**config.mk**
```make
export PLATFORM = sky130hd
export DESIGN_NAME = shift_seq_unit
export DESIGN_NICKNAME = d
export VERILOG_FILES = /design/src/rtl/shift_seq_unit.sv
export SDC_FILE = /design/constraint.sdc
export NUM_CORES = 1
export LEC_CHECK = 0
export CAP_MARGIN = 40
export CELL_PAD_IN_SITES_DETAIL_PLACEMENT = 0
export CELL_PAD_IN_SITES_GLOBAL_PLACEMENT = 2
export CORE_UTILIZATION = 31
export CTS_CLUSTER_DIAMETER = 100
export DETAILED_ROUTE_END_ITERATION = 8
export PLACE_DENSITY = 0.83
export SLEW_MARGIN = 20
export SYNTH_ARGS = -nofsm -noshare
export SYNTH_HDL_FRONTEND = slang
export SYNTH_SLANG_ARGS = --single-unit
```
**constraint.sdc**
```tcl
create_clock -name clk -period 3.8 [get_ports clk]
set_clock_uncertainty 0.05 [all_clocks]
set_input_delay 0.95 -clock clk [delete_from_list [all_inputs] [get_ports clk]]
set_output_delay 0.95 -clock clk [all_outputs]
set_load 0.03 [all_outputs]
```
**src/rtl/shift_seq_unit.sv**
```systemverilog
// ============================================================================
// Module   : shift_seq_unit
// Purpose  : Multi-cycle shifter, one bit per clock (LSL/LSR/ASR/ROR) with
//            valid/ready request and result handshakes.
// Options  : SHIFT_ROTATE_EN - when defined, op 2'b11 is rotate right;
//            otherwise op 2'b11 behaves as LSR.
// Revision : 1.0 - initial release
// ============================================================================
`default_nettype none

module shift_seq_unit #(
  parameter int WIDTH = 8,
  localparam int AMT_W = $clog2(WIDTH) + 1
) (
  input  logic             clk,
  input  logic             rst,
  input  logic             in_valid,
  output logic             in_ready,
  input  logic [WIDTH-1:0] in_data,
  input  logic [AMT_W-1:0] in_amt,
  input  logic [1:0]       in_op,
  input  logic             in_fill,
  output logic             out_valid,
  input  logic             out_ready,
  output logic [WIDTH-1:0] out_data,
  output logic             out_carry,
  output logic             busy
);

  localparam logic [1:0] c_OP_LSL = 2'b00;
  localparam logic [1:0] c_OP_ASR = 2'b10;
`ifdef SHIFT_ROTATE_EN
  localparam logic [1:0] c_OP_ROR = 2'b11;
`endif
  localparam logic [AMT_W-1:0] c_AMT_MAX = AMT_W'(WIDTH);

  typedef enum logic [1:0] {
    S_IDLE  = 2'd0,
    S_SHIFT = 2'd1,
    S_DONE  = 2'd2
  } state_t;

  state_t           r_state;
  logic [WIDTH-1:0] r_data;
  logic [AMT_W-1:0] r_cnt;
  logic [1:0]       r_op;
  logic             r_fill;
  logic             r_carry;

  logic [AMT_W-1:0] w_amt_sat;
  logic [WIDTH-1:0] w_next_data;
  logic             w_next_carry;

  assign w_amt_sat = (in_amt > c_AMT_MAX) ? c_AMT_MAX : in_amt;
  assign out_data  = r_data;
  assign out_carry = r_carry;

  // Single-position step; saturated amounts fall out of repeating it WIDTH times.
  always_comb begin
    w_next_data  = {r_fill, r_data[WIDTH-1:1]};
    w_next_carry = r_data[0];
    case (r_op)
      c_OP_LSL: begin
        w_next_data  = {r_data[WIDTH-2:0], r_fill};
        w_next_carry = r_data[WIDTH-1];
      end
      c_OP_ASR: begin
        w_next_data  = {r_data[WIDTH-1], r_data[WIDTH-1:1]};
        w_next_carry = r_data[0];
      end
`ifdef SHIFT_ROTATE_EN
      c_OP_ROR: begin
        w_next_data  = {r_data[0], r_data[WIDTH-1:1]};
        w_next_carry = r_data[0];
      end
`endif
      default: begin
        w_next_data  = {r_fill, r_data[WIDTH-1:1]};
        w_next_carry = r_data[0];
      end
    endcase
  end

  always_ff @(posedge clk or posedge rst) begin
    if (rst) begin
      r_state   <= S_IDLE;
      r_data    <= '0;
      r_cnt     <= '0;
      r_op      <= 2'b00;
      r_fill    <= 1'b0;
      r_carry   <= 1'b0;
      in_ready  <= 1'b1;
      out_valid <= 1'b0;
      busy      <= 1'b0;
    end else begin
      case (r_state)
        S_IDLE: begin
          if (in_valid) begin
            r_data   <= in_data;
            r_op     <= in_op;
            r_fill   <= in_fill;
            r_cnt    <= w_amt_sat;
            r_carry  <= 1'b0;
            in_ready <= 1'b0;
            busy     <= 1'b1;
            if (w_amt_sat == '0) begin
              r_state   <= S_DONE;
              out_valid <= 1'b1;
            end else begin
              r_state <= S_SHIFT;
            end
          end
        end
        S_SHIFT: begin
          r_data  <= w_next_data;
          r_carry <= w_next_carry;
          r_cnt   <= r_cnt - 1'b1;
          if (r_cnt == AMT_W'(1)) begin
            r_state   <= S_DONE;
            out_valid <= 1'b1;
          end
        end
        S_DONE: begin
          // in_ready rises only after the accept edge, so no request overlaps.
          if (out_ready) begin
            r_state   <= S_IDLE;
            out_valid <= 1'b0;
            busy      <= 1'b0;
            in_ready  <= 1'b1;
          end
        end
        default: begin
          r_state   <= S_IDLE;
          out_valid <= 1'b0;
          busy      <= 1'b0;
          in_ready  <= 1'b1;
        end
      endcase
    end
  end

endmodule

`default_nettype wire

```
# --- After elaboration in Yosys (flattened, before gate mapping) ---
# Index checks and enable logic that the tools add are counted.
classes:
  n_lt_le_gt_ge: 1
  eq_ne: 9
  reduce_logical: 10
  mux: 23
  add_sub_neg: 1
  bitwise: 1
op_table:
  columns: ["operator", "count"]
  rows:
  - ["$pmux W8 S2", 2]
  - ["$ne A2 B2 Y1 const B", 5]
  - ["$pmux W1 S3", 3]
  - ["$reduce_and A3 Y1", 3]
  - ["$mux W1", 8]
  - ["$mux W2", 4]
  - ["$mux W4", 2]
  - ["$mux W8", 1]
  - ["$pmux W4 S2", 1]
  - ["$pmux W2 S3", 1]
  - ["$eq A2 B2 Y1 const B", 2]
  - ["$eq A4 B1 Y1 const B", 1]
  - ["$gt A4 B4 Y1 const B", 1]
  - ["$logic_not A2 Y1", 2]
  - ["$logic_not A4 Y1", 1]
  - ["$reduce_and A2 Y1", 2]
  - ["$reduce_and A4 Y1", 1]
  - ["$sub A4 B1 Y4 const B", 1]
  - ["$eq A2 B1 Y1 const B", 1]
  - ["$pmux W1 S2", 1]
  - ["$reduce_bool A2 Y1", 1]
  - ["$not A1 Y1", 1]
word_totals:
  in_bits: 19
  ff_bits: 21
  output_inout_bits: 12
  wordCells: 55

# --- Longest topological paths before layout ---
# Gate-level depths: netlist (run 1).
depth:
  ltp_word: 6
  depth_mapped: 5
  mapped_depth_nobuf: 5

# --- Worst setup path before layout (run 1) ---
# No wires, ideal clock.
synth_path:
  path_kind: "input port to flip-flop"
  from: "in in_amt[0]"
  to: "reg out_valid"
  path_slack_ns: 1.861
  setup_time_ns: 0.067
  cell_stages: 3
  path_buffers: 0
  required_ns: 3.683
  t_arrival_ns: 1.822
  cell_sequence: "or4_4 -> nor3b_2 -> o311a_1"
synth_between:
  elab_chain_len: 5
synth_lines:
  columns: ["item", "line_no", "source"]
  rows:
  - ["start: declaration", "20", "input logic [AMT_W-1:0] in_amt,"]
  - ["$gt A4 B4 Y1", "54", "assign w_amt_sat = (in_amt > c_AMT_MAX) ? c_AMT_MAX : in_amt;"]
  - ["$mux W4 (*)", "54", null]
  - ["$logic_not A4 Y1 (*)", "106", "if (w_amt_sat == '0) begin"]
  - ["$ne A2 B2 Y1 (no line) (*)", null, null]
  - ["$reduce_and A4 Y1 (no line) (*)", null, null]
  - ["end signal: assignment", "108", "out_valid <= 1'b1;"]
  - ["end signal: assignment", "120", "out_valid <= 1'b1;"]
  - ["end signal: assignment", "127", "out_valid <= 1'b0;"]
  - ["end: declaration", "23", "output logic out_valid,"]
# Every way passes the cells marked *; elsewhere a longest branch is shown, timed or not.
# A chain may end at the register's enable or synchronous reset.

# --- Worst setup path after layout (run 1) ---
layout_path:
  from: "in in_valid"
  to: "reg r_op[0]"
layout_between:
  elab_chain_len: 1
layout_lines:
  columns: ["item", "line_no", "source"]
  rows:
  - ["start: declaration", "17", "input logic in_valid,"]
  - ["$reduce_and A2 Y1 (no line)", null, null]
  - ["end signal: assignment", "100", "r_op <= in_op;"]
  - ["end: declaration", "46", "logic [1:0] r_op;"]
# No other way between the ends.

==> summary.md, run 1 <==
| Metric | Value |
|---|---|
| Synth Register Bits | `21` |
| Fin. max-slew vios | `0` |
| All-layer global routing usage | `0.153` |
| Critical path's largest stage delay | `0.72 ns` |
| Setup TNS | `0 ns` |
| Pwr Density | `830 nW/um^2` |
| Critical-path cell list | `clkdlybuf4s50_1, nor3b_4, mux2_2` |
| Period minus WS final | `2.46 ns` |
| Fin. Hold Viols | `0` |
| Final setup fails | `0` |
| Worst-path clk slew | `0.08 ns` |
| Total power draw | `1.30 mW` |
| Vias in the first global route | `1007` |
| Num CTS Buffers | `3` |
| Skew-Pair Late Insertion Delay | `0.26 ns` |
| Commonest non-fill, non-tap cell in the layout | `clkdlybuf4s50_1` |
| Crit path required time | `3.90 ns` |
| Htree depth | `1` |
| Post_cts resized | `0` |
| Total gr overflow | `0` |
| Status | `completed` |
| RSZ-0062 raised after global routing | `false` |
| Ys flop type | `dfrtp_1` |
| Vias | `975` |
| Post-synth EDFFs | `0` |
| Core ar. | `3470 sq um` |
| Worst VDD drop | `0.315 mV` |
| Layout area overhead | `34.3%` |
| Fin crit share | `0.647` |
| Net count after synthesis | `132` |
| Number of detailed-route iterations in the first pass | `4` |
| Async set-reset flop share out of synthesis | `1.00` |
| Distinct cells, synth | `33` |
| Number of cells produced by synthesis | `111` |
| Nets | `163` |
| Antenna Cells | `0` |
| Worst setup EP type | `flip-flop` |
| Comb pwr share | `0.509` |
| Net Sw Frac | `0.438` |
| FILL cells | `335` |
| Root buf cell | `clkbuf_8` |
| Delay-heaviest family, CP | `buffers and inverters` |
| Post-CTS setup buffers | `0` |
| Pin count of the biggest net entering global routing | `20` |
| IO Port Bufs | `30` |
| Vias per std cell | `5.21` |
| Global-route wire length before repair | `4800 um` |
| Pre-CTS setup slack | `1.06 ns` |
| CTS Sinks | `21` |
| Starting Density | `0.335` |
| Startpoint Class | `input port` |
| Seq/Total Area, Yosys | `0.453` |
| Measured slew at the worst slew-check pin | `0.682 ns` |
| IO Pins | `31` |
| Arr. time, crit path | `2.56 ns` |
| Sequential power share | `0.377` |
| Commonest cells after routing, fill and taps aside | `clkdlybuf4s50_1, dfrtp_1, o21ai_0` |
| Hold Crit Class | `reg -> reg` |
| Routability cong. | `0.811` |
| Syn Area/Cell | `10.5 sq um` |
| Die W | `63.3 um` |
| Ys Warns | `0` |
| Relative slew margins | `0.545` |
| Maximum clock frequency | `407 MHz` |
| HPWL after detailed placement | `2030 um` |
| Clk pwr share | `0.114` |
| Max Cap Violations | `0` |
| Leak | `0.627 nW` |
| Share of cells above drive strength 1 | `0.0922` |
| Crit path max fanout | `13` |
| Post-route ant nets | `0` |
| Final worst-path setup slack | `1.34 ns` |
| Setup CP Type | `in -> reg` |
| WL per Instance | `14.7 um` |
| Slowest CP cell | `clkdlybuf4s50_1` |
| Drt drc | `0` |
| Switching pwr | `568 uW` |
| DIE HEIGHT | `63.3 um` |
| Buf/Inv on CP | `1` |
| Mapped Area | `1160 sq um` |
| Final wirelength | `2750 um` |
| Initial antenna violation count | `0` |
| Cell internal pwr | `729 uW` |
| DR iter-0 viols | `58` |
| Hold Buf Count CTS | `0` |
| Worst-case clock buffer depth | `2` |
| TritonCTS clock tree | `yes` |
| FP Rows | `21` |
| Die ar. | `4000 sq um` |
-- through the flow --
stage	util	area, sq um	hold WS [ns]	cells
2_1_floorplan	-	1160	0.443	111
3_5_place_dp	0.437	1520	0.406	183
4_1_cts	0.451	1560	0.418	187
3_3_place_gp	0.429	1490	0.410	182
6_report	0.451	1560	0.414	187
5_1_grt	0.451	1560	0.428	187
-- path summary, 6_finish.rpt --
path | startpoint | to | slack (ns) | cells past startpoint
max in group asynchronous | rst | in_ready$_DFFE_PP1P_ | 2.33 | 3
max reg2reg | r_state[0]$_DFFE_PP0P_ | out_valid$_DFFE_PP0P_ | 1.97 | 3
min in group asynchronous | rst | out_valid$_DFFE_PP0P_ | 0.89 | 2
max | in_valid | r_op[0]$_DFFE_PP0P_ | 1.34 | 3
min reg2reg | in_ready$_DFFE_PP1P_ | in_ready$_DFFE_PP1P_ | 0.41 | 2
min | in_ready$_DFFE_PP1P_ | in_ready$_DFFE_PP1P_ | 0.41 | 2
-- worst reg2reg max path: stages (launching register included) --
cell and delay [ns]:
dfrtp_1 0.61, inv_1 0.24, nor4b_1 0.62, o311a_1 0.25
-- cells in the mapped netlist, types with 3 or more instances --
library cell / n / area [sq um]
buf_4: 3 / 22.5
mux2_2: 3 / 33.8
a221oi_1: 3 / 26.3
a21oi_1: 3 / 15.0
inv_1: 6 / 22.5
nor2_1: 5 / 18.8
mux2i_1: 9 / 90.1
nand2b_1: 3 / 18.8
o21ai_0: 11 / 55.1
nor2b_1: 8 / 50.1
dfrtp_1: 20 / 500
nand2_1: 4 / 15.0
a22oi_1: 5 / 37.5
o22ai_1: 3 / 18.8
-- power by group through the flow --
| stage | registers [mW] | logic [mW] | clock network, mW |
|---|---|---|---|
| 5_1_grt | 0.509 | 0.727 | 0.165 |
| 3_3_place_gp | 0.492 | 0.655 | 0 |
| 2_1_floorplan | 0.544 | 0.389 | 0 |
| 3_5_place_dp | 0.493 | 0.666 | 0 |
| 4_1_cts | 0.489 | 0.667 | 0.154 |
| 6_report | 0.489 | 0.660 | 0.148 |
-- metal layers --
layer	part of all wire	track usage	wire [um]	vias to the layer above
li1	-	-	-	475
met1	0.50	0.210	1370	468
met2	0.45	0.235	1240	30
met3	0.048	0.0272	133	2
met4	0.0054	0.0653	15	0
met5	0	0	0	-
-- final cells by class --
cell class	count	area, sq um	area share
clock buffers	3	41.3	0.0264
clock inverters	1	5.00	0.00320
inverters	6	22.5	0.0144
multi-input cells	79	582	0.372
flip-flops and latches	21	527	0.337
well taps	46	57.6	0.0368
repair buffers	31	328	0.210
-- registers in the layout (all words and copies together), names as in the netlist --
signal     count
out_data       8
r_cnt          4
r_op           2
r_state        2
busy           1
in_ready       1
out_carry      1
out_valid      1
r_fill         1
-- logic make-up after synthesis --
| kind of cell | after synthesis | synth area share |
|---|---|---|
| compound gates | 35 | 0.200 |
| simple gates | 30 | 0.172 |
| flops | 21 | 0.453 |
| mux | 12 | 0.106 |
| buf+inv | 11 | 0.0473 |
| fa+ha+maj | 2 | 0.0215 |
No activity file was read; power rests on OpenSTA's default activity.
==> run 2: changes to the inputs <==
Settings changed: CORE_UTILIZATION 31 to 26, PLACE_DENSITY 0.83 to 0.74.
Clock period 3.8 ns to 2 ns, I/O delays scaled along.
==> summary.md, run 2 (synthesis gave the netlist of run 1 again) <==
| Metric | Value |
|---|---|
| IO Pins | `31` |
| Final worst-path setup slack | `0.0825 ns` |
| Number of detailed-route iterations in the first pass | `2` |
| Fin. max-slew vios | `0` |
| Final wirelength | `2990 um` |
| Clk pwr share | `0.110` |
| Post-route ant nets | `0` |
| Die W | `68.9 um` |
| Num CTS Buffers | `3` |
| Pre-CTS setup slack | `0.0143 ns` |
| Startpoint Class | `flip-flop` |
| Hold Path Stages | `2` |
| Vias in the first global route | `1049` |
| Pwr Density | `1590 nW/um^2` |
| Max Cap Violations | `0` |
| Arr. time, crit path | `1.37 ns` |
| Sequential power share | `0.362` |
| Initial antenna violation count | `0` |
| Share of cells above drive strength 1 | `0.135` |
| Layout area overhead | `37.6%` |
| HPWL after detailed placement | `2240 um` |
| Post-CTS setup buffers | `0` |
| Worst VDD drop | `0.521 mV` |
| Vias | `993` |
| Global-route wire length before repair | `5040 um` |
| FP Rows | `23` |
| Crit path required time | `1.45 ns` |
| Fin. Hold Viols | `0` |
| DR iter-0 viols | `10` |
| Nets | `170` |
| DIE HEIGHT | `68.9 um` |
| Fin crit share | `0.959` |
| Final setup fails | `0` |
| Commonest cells after routing, fill and taps aside | `clkdlybuf4s50_1, dfrtp_1, o21ai_0` |
| Largest register FFs | `8` |
| Hold Crit Class | `reg -> reg` |
| Switching pwr | `1.11 mW` |
| Total gr overflow | `0` |
| Buf/Inv on CP | `1` |
| FILL cells | `434` |
| Maximum clock frequency | `522 MHz` |
| Status | `completed` |
| Relative slew margins | `0.658` |
| Setup TNS | `0 ns` |
| Worst reg2reg path depth | `4` |
| Net Sw Frac | `0.436` |
| Routability cong. | `0.719` |
| Measured slew at the worst slew-check pin | `0.513 ns` |
| CTS Sinks | `21` |
| Vias per std cell | `5.02` |
| Antenna Cells | `0` |
| Setup CP Type | `reg -> out` |
| All-layer global routing usage | `0.146` |
| WL per Instance | `15.1 um` |
| Cell internal pwr | `1.43 mW` |
| Core ar. | `4140 sq um` |
| IO Port Bufs | `30` |
| Htree depth | `1` |
| Starting Density | `0.281` |
| Drt drc | `0` |
| Delay-heaviest family, CP | `buffers and inverters` |
| Hold Buf Count CTS | `0` |
| Worst-path clk slew | `0.08 ns` |
| Comb pwr share | `0.528` |
| Critical-path cell list | `clkdlybuf4s50_1` |
| Die ar. | `4750 sq um` |
| Period minus WS final | `1.92 ns` |
| TritonCTS clock tree | `yes` |
| Critical path's largest stage delay | `0.70 ns` |
| Commonest non-fill, non-tap cell in the layout | `clkdlybuf4s50_1` |
| RSZ-0062 raised after global routing | `false` |
| Skew-Pair Late Insertion Delay | `0.26 ns` |
| Worst-case clock buffer depth | `2` |
| Worst setup EP type | `primary output` |
| Root buf cell | `clkbuf_8` |
| Pin count of the biggest net entering global routing | `22` |
| Slowest CP cell | `clkdlybuf4s50_1` |
| Crit path max fanout | `5` |
| Leak | `0.665 nW` |
| Stages on worst setup path | `1` |
run 2: power by group through the flow:
| stage | registers (mW) | clock network, mW | logic [mW] |
|---|---|---|---|
| 2_1_floorplan | 1.03 | 0 | 0.740 |
| 3_3_place_gp | 0.929 | 0 | 1.34 |
| 3_5_place_dp | 0.933 | 0 | 1.37 |
| 4_1_cts | 0.924 | 0.297 | 1.36 |
| 5_1_grt | 0.967 | 0.318 | 1.48 |
| 6_report | 0.922 | 0.281 | 1.34 |
run 2: path summary, 6_finish.rpt:
| check | start | to | slack [ns] |
|---|---|---|---|
| min in group asynchronous | rst | busy$_DFFE_PP0P_ | 0.51 |
| min reg2reg | in_ready$_DFFE_PP1P_ | in_ready$_DFFE_PP1P_ | 0.41 |
| min | in_ready$_DFFE_PP1P_ | in_ready$_DFFE_PP1P_ | 0.41 |
| max | out_data[0]$_DFFE_PP0P_ | out_data[0] | 0.08 |
| max in group asynchronous | rst | in_ready$_DFFE_PP1P_ | 1.12 |
| max reg2reg | r_state[0]$_DFFE_PP0P_ | out_valid$_DFFE_PP0P_ | 0.44 |
run 2: layer usage:
metal | vias to the layer above | share of wire | GRT usage | wire [um]
met2 | 25 | 0.46 | 0.245 | 1360
met3 | 2 | 0.044 | 0.0197 | 132
met5 | - | 0 | 0 | 0
met4 | 0 | 0.0027 | 0.0383 | 8
li1 | 484 | - | - | -
met1 | 482 | 0.50 | 0.195 | 1480
run 2: repair_timing:
| action | 4_1_cts | 5_1_grt |
|---|---|---|
| endpoints found under the setup margin | 1 | 1 |
| gates resized for setup | 1 | 1 |
| pin swaps | 0 | 0 |
run 2: final cells by class:
cell class              instances  area (sq um)  area share
clock buffers                   3          41.3      0.0258
clock inverters                 1          5.00     0.00312
inverters                       6          22.5      0.0141
multi-input cells              79           582       0.363
flip-flops and latches         21           527       0.329
well taps                      50          62.6      0.0391
repair buffers                 38           362       0.226
run 2: worst min-delay path, delay by kind of cell, from the launching register on:
| kind | cells | cell delay, ns |
|---|---|---|
| compound gates | 1 | 0.05 |
| buf+inv | 1 | 0.04 |
| flops | 1 | 0.37 |
run 2: stage by stage:
stage	hold slack [ns]	instances	instance area [sq um]	utilization	power (mW)
finish	0.415	198	1600	0.386	2.55
global route	0.450	198	1600	0.386	2.77
CTS	0.422	198	1600	0.386	2.58
detailed placement	0.412	194	1550	0.375	2.30
global placement	0.405	194	1550	0.375	2.27
floorplan	0.426	111	1160	-	1.77
==> RTL edit 1: new RTL, settings of run 2 <==
Re-encode `state_t` (3 states) as one-hot, 3 bits wide.
--- a/src/rtl/shift_seq_unit.sv
+++ b/src/rtl/shift_seq_unit.sv
@@ -34,10 +34,10 @@
 `endif
   localparam logic [AMT_W-1:0] c_AMT_MAX = AMT_W'(WIDTH);
 
-  typedef enum logic [1:0] {
-    S_IDLE  = 2'd0,
-    S_SHIFT = 2'd1,
-    S_DONE  = 2'd2
+  typedef enum logic [2:0] {
+    S_IDLE  = 3'b001,
+    S_SHIFT = 3'b010,
+    S_DONE  = 3'b100
   } state_t;
 
   state_t           r_state;
Behaviour: no difference found for any inputs over 10 cycles, from zero or initial values and one cycle with rst high; not proved beyond that.
==> RTL edit 1 against run 2 <==
- the run now ends with design-rule violations left
- hold slack improved by 0.051 ns
- sequential cell count up 1
- worst setup slack worse by 0.0012 ns
- synthesized cell count rose by 21%
- total power up 5.8%
- sequential share of layout area barely moved
- area after synthesis grew 5.6%
- cell area is 5.1% higher
- wire length up 6.4%
- critical path type unchanged
- largest cell class unchanged
- largest power group unchanged
==> RTL edit 1: results (changes against run 2) <==
stage	metric	value	unit	change
yosys	Yosys cell types	36		was 33
route	drt drc	8		was 0
place	DP HPWL	2.34	mm	was 2.24 mm
route	routed wire length	3.18	mm	was 2.99 mm
place	DP Worst Slack	0.0481	ns	was 0.0143 ns
layout	register area	553	sq um	was 527 sq um
layout	multi-input combinational area share	0.367		was 0.363
worst_hold_path	Hold Startpoint	out_carry$_DFFE_PP0P_		was in_ready$_DFFE_PP1P_
pwr	Sw Ratio	0.431		was 0.436
layout	filler cell count	486		was 434
worst_setup_path	worst r2r src	r_state[0]$_DFFE_PP1P_		was r_state[0]$_DFFE_PP0P_
place	DP Area	1630	sq um	was 1550 sq um
pwr	register share of total power	0.332		was 0.362
yosys	post-synthesis mux area share	0.0754		was 0.106
route	First-pass DRT Iterations	6		was 2
clocking	Max Root-Sink Buffers	2		unchanged
pwr	Clk pwr share	0.123		was 0.110
global_route	total track usage	0.136		was 0.146
worst_setup_path	Max FO, Critical Path	4		was 5
layout	NumNets Final	193		was 170
layout	#MultiIn Comb	100		was 79
route	routed length on met3	102	microns	was 132 microns
clocking	CTS Buf Count	3		unchanged
layout	Finished Cell Area	1680	sq um	was 1600 sq um
yosys	Synth Area in Adders	0.0204		was 0.0215
layout	invs w/o clock	5		was 6
yosys	xor/xnor share of the synthesized area	0		unchanged
yosys	Avg Inst Size Synth	9.17	sq um	was 10.5 sq um
layout	Non-clk bufs	40		was 38
global_route	met2 GRT Util	0.228		was 0.245
global_route	M1 GR Usage	0.177		was 0.195
route	wire per inst	14.3	microns	was 15.1 microns
yosys	Synth area leaders	dfrtp_1 41%, a21oi_1 6.9%, mux2i_1 5.7%		was dfrtp_1 43%, mux2i_1 7.7%, o21ai_0 4.7%
global_route	met3 Track Usage GR	0.0171		was 0.0197
yosys	sequential share of the synthesized area	0.450		was 0.453
global_route	first-pass GRT wire length	5.39	mm	was 5.04 mm
route	drt initial violations	78		was 10
yosys	post-synthesis compound-gate area fraction	0.212		was 0.200
global_route	vias in the first global route	1095		was 1049
global_route	largest net degree at the start of global routing	23		was 22
layout	layout cells sized above 1	0.117		was 0.135
route	routed wl met2	1.53	mm	was 1.36 mm
layout	non-clock buffer share of cell area	0.222		was 0.226
timing	Least-Margin Pin Slew	0.415	ns	was 0.513 ns
pwr	Leakage	0.737	nW	was 0.665 nW
status	status	finished, violations left		was finished, final reports clean
status	failing checks	design-rule violations		
yosys	Net Count, Synth	155		was 132
clocking	CTS sink count	22		was 21
pwr	Final Power	2.69	mW	was 2.55 mW
pwr	maximum vdd ir drop	0.000406	V	was 0.000521 V
route	highest metal used	met4		unchanged
layout	clock network area share	0.0327		was 0.0289
layout	clock buffer count	4		was 3
RTL edit 1: changes by cell type after synthesis, moves of 3 or more:
cell	delta
a21oi_1	+14
nor2_1	+10
nand2_1	+9
o21ai_0	-8
nor2b_1	-7
a21o_1	+6
a22oi_1	-4
o21ai_1	+4
a221oi_1	-3
nand2b_1	-3
nor3_1	+3
or3b_1	+3
RTL edit 1: path summary, 6_finish.rpt:
| kind | slack, ns | endpoint | cells past startpoint |
|---|---|---|---|
| setup reg to reg | 0.33 | out_data[5]$_DFFE_PP0P_ | 4 |
| setup / recovery | 0.08 | out_data[0] | 1 |
| hold reg to reg | 0.47 | out_carry$_DFFE_PP0P_ | 2 |
| hold / removal | 0.47 | out_carry$_DFFE_PP0P_ | 2 |
| min in group asynchronous | 0.52 | busy$_DFFE_PP0P_ | 3 |
| max in group asynchronous | 1.10 | in_ready$_DFFE_PP1P_ | 3 |
RTL edit 1: what timing repair did:
item,in CTS,in global routing
gates resized for setup,1,0
hold buffers,0,0
setup endpoints to repair,1,0
==> RTL edit 2: new RTL, flow settings as in run 2 <==
Without the edit above. `WIDTH`: 8 -> 4.
--- a/src/rtl/shift_seq_unit.sv
+++ b/src/rtl/shift_seq_unit.sv
@@ -9,7 +9,7 @@
 `default_nettype none
 
 module shift_seq_unit #(
-  parameter int WIDTH = 8,
+  parameter int WIDTH = 4,
   localparam int AMT_W = $clog2(WIDTH) + 1
 ) (
   input  logic             clk,
Interface: changed (resized in_amt, in_data and out_data); port bits go from 31 to 22. The function was not compared with the original's and may differ.
==> RTL edit 2 against run 2 <==
- clock power is 22% lower
- sequential cell count shrank 5
- wire length down 29%
- die area shrank 23%
- worst setup slack lost 0.020 ns
- largest power group unchanged
- register-to-register slack improved by 0.06 ns
- total power is 28% lower
- via count down 26%
- largest cell class unchanged
- count of clock-buffer cells in the layout up 1
- global-route usage shrank 2.0 points
- cell area down 26%
- final cell count down 23%
- area after synthesis is 24% lower
==> RTL edit 2: results (changes against run 2) <==
stage	metric	value	unit	change
pwr	Leakage	0.511	nW	was 0.665 nW
clocking	Worst-path clk slew	0.11	ns	was 0.08 ns
yosys	Synth area leaders	dfrtp_1 42%, mux2_4 5.1%, mux2i_1 4.5%		was dfrtp_1 43%, mux2i_1 7.7%, o21ai_0 4.7%
yosys	Yosys cell types	32		was 33
worst_hold_path	hold endpoint	out_carry$_DFFE_PP0P_		was in_ready$_DFFE_PP1P_
global_route	vias in the first global route	697		was 1049
yosys	Synth Instances	84		was 111
clocking	clk_lat worst skew	0.29	ns	was 0.26 ns
place	DP Worst Slack	0.0646	ns	was 0.0143 ns
global_route	total track usage	0.126		was 0.146
worst_setup_path	worst r2r src	r_state[1]$_DFFE_PP0P_		was r_state[0]$_DFFE_PP0P_
route	DR vias	736		was 993
global_route	met3 Track Usage GR	0.0277		was 0.0197
global_route	M1 GR Usage	0.160		was 0.195
worst_setup_path	R2R Setup Slk	0.50	ns	was 0.44 ns
place	DP HPWL	1.59	mm	was 2.24 mm
yosys	post-synthesis mux area share	0.0956		was 0.106
route	wire per inst	13.8	microns	was 15.1 microns
yosys	post-synthesis compound-gate area fraction	0.207		was 0.200
status	status	finished, final reports clean		unchanged
pwr	maximum vdd ir drop	0.000358	V	was 0.000521 V
route	Met1 Routed Length	970	microns	was 1.48 mm
layout	filler cell count	341		was 434
layout	layout cells sized above 1	0.138		was 0.135
global_route	met2 GRT Util	0.212		was 0.245
place	PortBufs	21		was 30
yosys	Synth Area in Adders	0.0281		was 0.0215
RTL edit 2: cell count changes after synthesis, moves of 3 or more:
| cell | change |
|---|---|
| dfrtp_1 | -5 |
| mux2i_1 | -5 |
| nor2b_1 | -6 |
| mux2_4 | +3 |
| a22oi_1 | -4 |
| mux2_2 | -3 |
| o21ai_0 | -5 |
RTL edit 2: area by class of cell:
type	instances	share of cell area
Clock buffer	4	0.0307
Inverter	7	0.0222
Multi-Input combinational cell	58	0.365
Sequential cell	16	0.339
Tap cell	44	0.0465
Timing Repair Buffer	24	0.197
RTL edit 2: worst max-delay path by stage:
stage	endpoint	slack [ns]
floorplan	r_fill$_DFFE_PP0P_	0.55
global placement	r_cnt[2]$_DFFE_PP0P_	0.05
detailed placement	r_cnt[2]$_DFFE_PP0P_	0.06
CTS	out_data[0]	0.01
global route	out_data[1]	0.0003
finish	out_data[1]	0.06
RTL edit 2: where the power goes:
part	switching, mW	total (mW)	internal, mW
combinational	0.475	0.926	0.452
clock	0.109	0.220	0.111
sequential	0.203	0.692	0.489
